<file path="config.mk">
export PLATFORM = sky130hd
export DESIGN_NAME = scr1_tcm_arb
export DESIGN_NICKNAME = d
export VERILOG_FILES = /design/src/rtl/scr1_tcm_arb_pkg.sv /design/src/rtl/scr1_tcm_lane_fmt.sv /design/src/rtl/scr1_tcm_arb.sv
export SDC_FILE = /design/constraint.sdc
export NUM_CORES = 1
export LEC_CHECK = 0
export CAP_MARGIN = 30
export CORE_AREA = 2 2 101 103
export CTS_BUF_LIST = sky130_fd_sc_hd__clkbuf_2
export CTS_CLUSTER_DIAMETER = 40
export CTS_CLUSTER_SIZE = 24
export DETAILED_ROUTE_END_ITERATION = 10
export DIE_AREA = 0 0 103 105
export HOLD_SLACK_MARGIN = 0.05
export PLACE_DENSITY = 0.68
export SYNTH_ARGS = -nofsm -noshare
export SYNTH_HDL_FRONTEND = slang
export SYNTH_SLANG_ARGS = --single-unit
</file>
<file path="constraint.sdc">
create_clock -name clk -period 2.57 [get_ports clk]
set_input_delay 0.514 -clock clk [delete_from_list [all_inputs] [get_ports clk]]
set_output_delay 0.514 -clock clk [all_outputs]
set_load 0.05 [all_outputs]
</file>
<file path="src/rtl/scr1_tcm_arb_pkg.sv">
// Shared types for the TCM arbiter: memory interface enums, widths, the
// arbiter state enum and the dmem alignment helper.
package scr1_tcm_arb_pkg;

    localparam int unsigned SCR1_IMEM_AWIDTH = 32;
    localparam int unsigned SCR1_IMEM_DWIDTH = 32;
    localparam int unsigned SCR1_DMEM_AWIDTH = 32;

    typedef enum logic {
        SCR1_MEM_CMD_RD = 1'b0,
        SCR1_MEM_CMD_WR = 1'b1
    } type_scr1_mem_cmd_e;

    typedef enum logic [1:0] {
        SCR1_MEM_WIDTH_BYTE  = 2'b00,
        SCR1_MEM_WIDTH_HWORD = 2'b01,
        SCR1_MEM_WIDTH_WORD  = 2'b10
    } type_scr1_mem_width_e;

    typedef enum logic [1:0] {
        SCR1_MEM_RESP_NOTRDY = 2'b00,
        SCR1_MEM_RESP_RDY_OK = 2'b01,
        SCR1_MEM_RESP_RDY_ER = 2'b10
    } type_scr1_mem_resp_e;

    typedef enum logic [1:0] {
        IDLE = 2'b00,
        IRSP = 2'b01,
        DRSP = 2'b10
    } type_scr1_tcm_arb_st_e;

    // Any width encoding other than byte/hword is held to word alignment.
    function automatic logic scr1_dmem_misaligned(type_scr1_mem_width_e width,
                                                  logic [1:0] addr_lo);
        case (width)
            SCR1_MEM_WIDTH_BYTE:  return 1'b0;
            SCR1_MEM_WIDTH_HWORD: return addr_lo[0];
            default:              return (addr_lo != 2'b00);
        endcase
    endfunction

endpackage

</file>
<file path="src/rtl/scr1_tcm_lane_fmt.sv">
// Byte-lane formatter: write data replication, byte enables and read shift.
module scr1_tcm_lane_fmt
    import scr1_tcm_arb_pkg::*;
(
    input  type_scr1_mem_width_e width,
    input  logic [1:0]           addr_lo,
    input  logic [31:0]          wdata,
    input  logic [1:0]           rd_off,
    input  logic [31:0]          rdata,
    output logic [3:0]           be,
    output logic [31:0]          wdata_rep,
    output logic [31:0]          rdata_shift
);

    // Replicate the write operand across all lanes and select the active ones.
    always_comb begin
        be        = 4'hF;
        wdata_rep = wdata;
        case (width)
            SCR1_MEM_WIDTH_BYTE: begin
                be        = 4'b0001 << addr_lo;
                wdata_rep = {4{wdata[7:0]}};
            end
            SCR1_MEM_WIDTH_HWORD: begin
                be        = 4'b0011 << {addr_lo[1], 1'b0};
                wdata_rep = {2{wdata[15:0]}};
            end
            default: begin
                be        = 4'hF;
                wdata_rep = wdata;
            end
        endcase
    end

    // Move the addressed byte/hword down to bit 0.
    always_comb begin
        rdata_shift = rdata >> {rd_off, 3'b000};
    end

endmodule

</file>
<file path="src/rtl/scr1_tcm_arb.sv">
// Single-port TCM arbiter: imem/dmem grant with bounded imem starvation,
// error screening, memory drive and one-cycle registered response phase.
module scr1_tcm_arb
    import scr1_tcm_arb_pkg::*;
#(
    parameter int unsigned SCR1_TCM_SIZE = 32'h00010000,
    parameter int unsigned STARVE_LIM    = 4
) (
    input  logic                                clk,
    input  logic                                rst_n,
    input  logic                                imem_req,
    input  type_scr1_mem_cmd_e                  imem_cmd,
    input  logic [SCR1_IMEM_AWIDTH-1:0]         imem_addr,
    output logic                                imem_req_ack,
    output logic [SCR1_IMEM_DWIDTH-1:0]         imem_rdata,
    output type_scr1_mem_resp_e                 imem_resp,
    input  logic                                dmem_req,
    input  type_scr1_mem_cmd_e                  dmem_cmd,
    input  type_scr1_mem_width_e                dmem_width,
    input  logic [SCR1_DMEM_AWIDTH-1:0]         dmem_addr,
    input  logic [31:0]                         dmem_wdata,
    output logic                                dmem_req_ack,
    output logic [31:0]                         dmem_rdata,
    output type_scr1_mem_resp_e                 dmem_resp,
    output logic                                mem_rena,
    output logic                                mem_wena,
    output logic [3:0]                          mem_be,
    output logic [$clog2(SCR1_TCM_SIZE)-3:0]    mem_addr,
    output logic [31:0]                         mem_wdata,
    input  logic [31:0]                         mem_rdata
);

    localparam int unsigned TCM_AW   = $clog2(SCR1_TCM_SIZE);
    localparam int unsigned CNT_W    = (STARVE_LIM < 2) ? 1 : $clog2(STARVE_LIM + 1);
    localparam bit          STARVE_EN = (STARVE_LIM != 0);

    type_scr1_tcm_arb_st_e state;
    logic [CNT_W-1:0]      starve_cnt;
    logic [CNT_W-1:0]      starve_cnt_next;
    logic                  err_q;
    logic                  rd_q;
    logic [1:0]            off_q;

    logic        starve_sat;
    logic        gnt_imem;
    logic        gnt_dmem;
    logic        accept;
    logic        imem_err;
    logic        dmem_err;
    logic        sel_err;
    logic        sel_wr;
    logic [31:0] sel_addr;
    logic [3:0]  lane_be;
    logic [31:0] lane_wdata;
    logic [31:0] lane_rdata;

    // Fetch never writes: imem_cmd is deliberately ignored.
    logic unused_imem_cmd;
    assign unused_imem_cmd = imem_cmd;

    // Grant: dmem wins contention until imem has lost STARVE_LIM times in a row.
    always_comb begin
        starve_sat = (starve_cnt == CNT_W'(STARVE_LIM));
        gnt_dmem   = dmem_req && !(imem_req && STARVE_EN && starve_sat);
        gnt_imem   = imem_req && !gnt_dmem;
        accept     = gnt_imem || gnt_dmem;
    end

    // Starvation counter next state; saturates at the limit.
    always_comb begin
        starve_cnt_next = starve_cnt;
        if (!imem_req || gnt_imem) begin
            starve_cnt_next = '0;
        end else if (dmem_req && gnt_dmem && !starve_sat) begin
            starve_cnt_next = starve_cnt + 1'b1;
        end
    end

    // Request screening and selection of the granted request.
    always_comb begin
        imem_err = (imem_addr >= SCR1_TCM_SIZE) || (imem_addr[1:0] != 2'b00);
        dmem_err = (dmem_addr >= SCR1_TCM_SIZE)
                || scr1_dmem_misaligned(dmem_width, dmem_addr[1:0]);
        sel_addr = gnt_imem ? imem_addr : dmem_addr;
        sel_err  = gnt_imem ? imem_err : dmem_err;
        sel_wr   = gnt_dmem && (dmem_cmd == SCR1_MEM_CMD_WR);
    end

    scr1_tcm_lane_fmt u_lane_fmt (
        .width       (dmem_width),
        .addr_lo     (dmem_addr[1:0]),
        .wdata       (dmem_wdata),
        .rd_off      (off_q),
        .rdata       (mem_rdata),
        .be          (lane_be),
        .wdata_rep   (lane_wdata),
        .rdata_shift (lane_rdata)
    );

    // Acks and memory strobes; all forced low while reset is held.
    always_comb begin
        imem_req_ack = rst_n && gnt_imem;
        dmem_req_ack = rst_n && gnt_dmem;
        mem_rena     = rst_n && accept && !sel_err && !sel_wr;
        mem_wena     = rst_n && sel_wr && !sel_err;
        mem_be       = mem_wena ? lane_be : 4'h0;
        mem_addr     = sel_addr[TCM_AW-1:2];
        mem_wdata    = lane_wdata;
    end

    // Response-phase FSM plus the context captured at acceptance.
    always_ff @(posedge clk or negedge rst_n) begin
        if (!rst_n) begin
            state      <= IDLE;
            starve_cnt <= '0;
            err_q      <= 1'b0;
            rd_q       <= 1'b0;
            off_q      <= 2'b00;
        end else begin
            starve_cnt <= starve_cnt_next;
            if (gnt_imem) begin
                state <= IRSP;
            end else if (gnt_dmem) begin
                state <= DRSP;
            end else begin
                state <= IDLE;
            end
            if (accept) begin
                err_q <= sel_err;
                rd_q  <= !sel_wr;
                off_q <= dmem_addr[1:0];
            end
        end
    end

    // Response decode; the idle side always reports NOTRDY.
    always_comb begin
        imem_resp  = SCR1_MEM_RESP_NOTRDY;
        dmem_resp  = SCR1_MEM_RESP_NOTRDY;
        imem_rdata = mem_rdata;
        dmem_rdata = rd_q ? lane_rdata : 32'h0;
        if (rst_n) begin
            case (state)
                IRSP:    imem_resp = err_q ? SCR1_MEM_RESP_RDY_ER : SCR1_MEM_RESP_RDY_OK;
                DRSP:    dmem_resp = err_q ? SCR1_MEM_RESP_RDY_ER : SCR1_MEM_RESP_RDY_OK;
                default: ;
            endcase
        end
    end

endmodule

</file>
==> results_dict.tcl <==
set metrics [dict create \
    status "finished clean" \
    dp_slack_ns -0.2747 \
    layout_setup_ws_ns 0.04543 \
    die_w_um 103 \
    grt_max_degree 30 \
    max-vdd-ir-drop_mv 0.1193 \
    ys_ff_latch 9 \
    clkTransAtPathRegs_ns 0.09 \
    post_drt_wl_per_cell_um 15.19 \
    cp.arrival_ns 2.01 \
    numClockSinks 9 \
    synth_warnings 0 \
    fin_area_mm2 0.004913 \
    ios 258 \
    cts_buffers 3 \
    num_rows 36 \
    fp.dieH_um 105 \
    grt_pass1_vias 2815 \
    cp.required_ns 2.06 \
    finalNonFillerCells 622 \
    cts_tree "done" \
    ys_seq_area_frac 0.1105 \
    nets 628 \
    die-area_mm2 0.01082 \
    syn_area_per_cell_um2 7.839 \
    netlist-cell-type-count 30 \
    vias 2757 \
    port_buffers 256 \
    gp_congestion 0.7669 \
    slew_headroom 0.7285 \
    power_density_mw_per_mm2 321.1 \
    timing.final.crit_period_ns 2.525 \
    cap_violations 0 \
    grt_pass1_wl_mm 13.77 \
    syn_area_mm2 0.002038 \
    fmax_ghz 0.3961 \
    place_area_mm2 0.004813 \
    finalHoldViolations 0 \
    worst_pin_slew_ns 0.4054 \
    cts_buffer_depth 2 \
    overflow 0 \
    dp_hpwl_mm 8.142 \
    cp-start-kind "primary input" \
    maxSlewViolCount 0 \
    synth_fp_nets 398 \
    finalPower_mw 1.578 \
    htreeDepth 1 \
    dp_cells 616 \
    track_usage 0.1596 \
    viasPerCell 4.432 \
    critPathKind "in2out" \
    drcViolationCount 0 \
    antenna_found_initial 0 \
    critPathCaptureType "output pin" \
    leakage_nw 2.216 \
    drtIter0Drc 45 \
    core_area_mm2 0.009639 \
    finalSetupViolCount 0 \
    synthCells 260 \
    period_share 0.9823 \
    drtAntennaViolNets 0 \
    start_util 0.2114 \
    fillCellCount 945 \
    drive_gt1_frac 0.4294 \
    dr.pass1.iters 4 \
    seq_area_um2 225.2 \
    areaGrowthSynthToFinish_pct 141.1 \
    worstPathMaxFanout 2 \
    cts_root_buf "clkbuf_2" \
    clk_latency_ns 0.25 \
    antennaDiodeCount 0 \
    wirelength_mm 9.448 \
    rsz0062_at_grt "true" \
    hold_slack_ns 0.2300 \
    hold_class "in2async" \
    multi_input_area_mm2 0.001511 \
    skew_ns 0.009244 \
]
-- cell usage after synthesis --
cell type / n / area (µm²)
a2111oi_4: 1 / 27.53
a211oi_1: 1 / 7.510
a21oi_1: 3 / 15.01
a32o_1: 1 / 10.01
and2_1: 17 / 106.4
and3_1: 3 / 18.77
buf_2: 4 / 20.02
buf_4: 40 / 300.3
buf_6: 2 / 22.52
clkbuf_1: 8 / 30.03
dfrtp_1: 9 / 225.2
ha_1: 2 / 25.02
inv_1: 4 / 15.01
mux2_2: 39 / 439.2
mux2i_1: 24 / 240.2
nand2_1: 28 / 105.1
nand2b_1: 5 / 31.28
nand3_1: 1 / 5.000
nand4_1: 3 / 18.77
nor2_1: 20 / 75.07
nor2b_1: 4 / 25.02
nor3_1: 1 / 5.000
nor4_1: 7 / 43.79
nor4b_1: 1 / 8.760
o211a_1: 8 / 80.08
o21a_1: 2 / 15.01
o21ai_0: 18 / 90.09
o22ai_1: 2 / 12.51
or4_4: 1 / 11.26
xnor2_1: 1 / 8.760
-- critical path, cell delays in order --
cell	delay, ns
clkdlybuf4s50_1	0.40
nor4_1	0.27
nand4_1	0.13
nor4_1	0.18
buf_4	0.15
a32o_1	0.21
buf_12	0.15
-- final timing paths --
path                               start             to  slack (ns)  depth (start not counted)
max                        imem_addr[22]       mem_rena        0.05                          7
min                                rst_n          err_q        0.23                          2
max reg2reg                starve_cnt[0]  starve_cnt[1]        1.24                          7
min reg2reg                starve_cnt[0]  starve_cnt[0]        0.47                          1
max in group asynchronous          rst_n       off_q[1]        2.18                          2
min in group clk           starve_cnt[0]  starve_cnt[0]        0.47                          1
-- registers in the layout, summed over array words and instances (netlist names) --
| signal | cells |
|---|---|
| starve_cnt | 3 |
| state | 2 |
| rd_q | 1 |
| err_q | 1 |
| off_q | 2 |
-- cell type report --
type / instances / area share
Clock buffer: 4 / 0.004074
Timing Repair Buffer: 279 / 0.6056
Inverter: 4 / 0.003056
Tap cell: 133 / 0.03387
Multi-Input combinational cell: 193 / 0.3076
Sequential cell: 9 / 0.04584
-- power by group --
group / switching [mW] / internal (mW) / total, mW
Combinational: 0.752 / 0.578 / 1.33
Sequential: 0.00889 / 0.149 / 0.158
Clock: 0.0478 / 0.0413 / 0.0891
Total: 0.809 / 0.769 / 1.58
-- cells in the final DEF, fill, tap and decap left out, types with 6 or more instances in the layout --
master,Yosys,layout
and2_1,17,16
buf_12,0,41
buf_4,40,91
buf_6,2,13
clkbuf_2,0,8
clkdlybuf4s50_1,0,113
dfrtp_1,9,9
dlymetal6s2s_1,0,6
mux2_2,39,39
mux2i_1,24,24
nand2_1,28,28
nor2_1,20,19
o211a_1,8,8
o21ai_0,18,15
-- per-stage QoR --
step                      utilization  setup TNS [ns]
after global placement         0.4994          -2.139
final                          0.5097               0
after detailed placement       0.4994          -2.246
after CTS                      0.5006               0
after floorplan                     -         -0.7530
after global routing           0.5097        -0.07454
-- cell families (layout without fill, tap and decap cells) --
| logic type | count (synthesis) | in the layout | synth area share |
|---|---|---|---|
| and+or+nand+nor | 91 | 91 | 0.2228 |
| muxes | 63 | 63 | 0.3333 |
| buffers and inverters | 58 | 287 | 0.1903 |
| AOI/OAI and AO/OA | 36 | 36 | 0.1265 |
| DFF | 9 | 9 | 0.1105 |
| adders and majority gates | 2 | 2 | 0.01228 |
| xor gates and xnor gates | 1 | 1 | 0.004298 |
-- routing by layer --
layer,vias to the layer above,global-route usage,part of all wire
met3,5,0.03545,0.10
met1,1252,0.1618,0.35
li1,1339,-,-
met4,0,0.02350,0.0049
met5,-,0,0
met2,161,0.3247,0.54
-- what timing repair did --
action,CTS,global route
pin swaps,5,7
hold buffers,0,0
resized for setup,21,37
buffers inserted,1,1
setup endpoints to repair,20,35
Power figures use the tool's default switching activity.
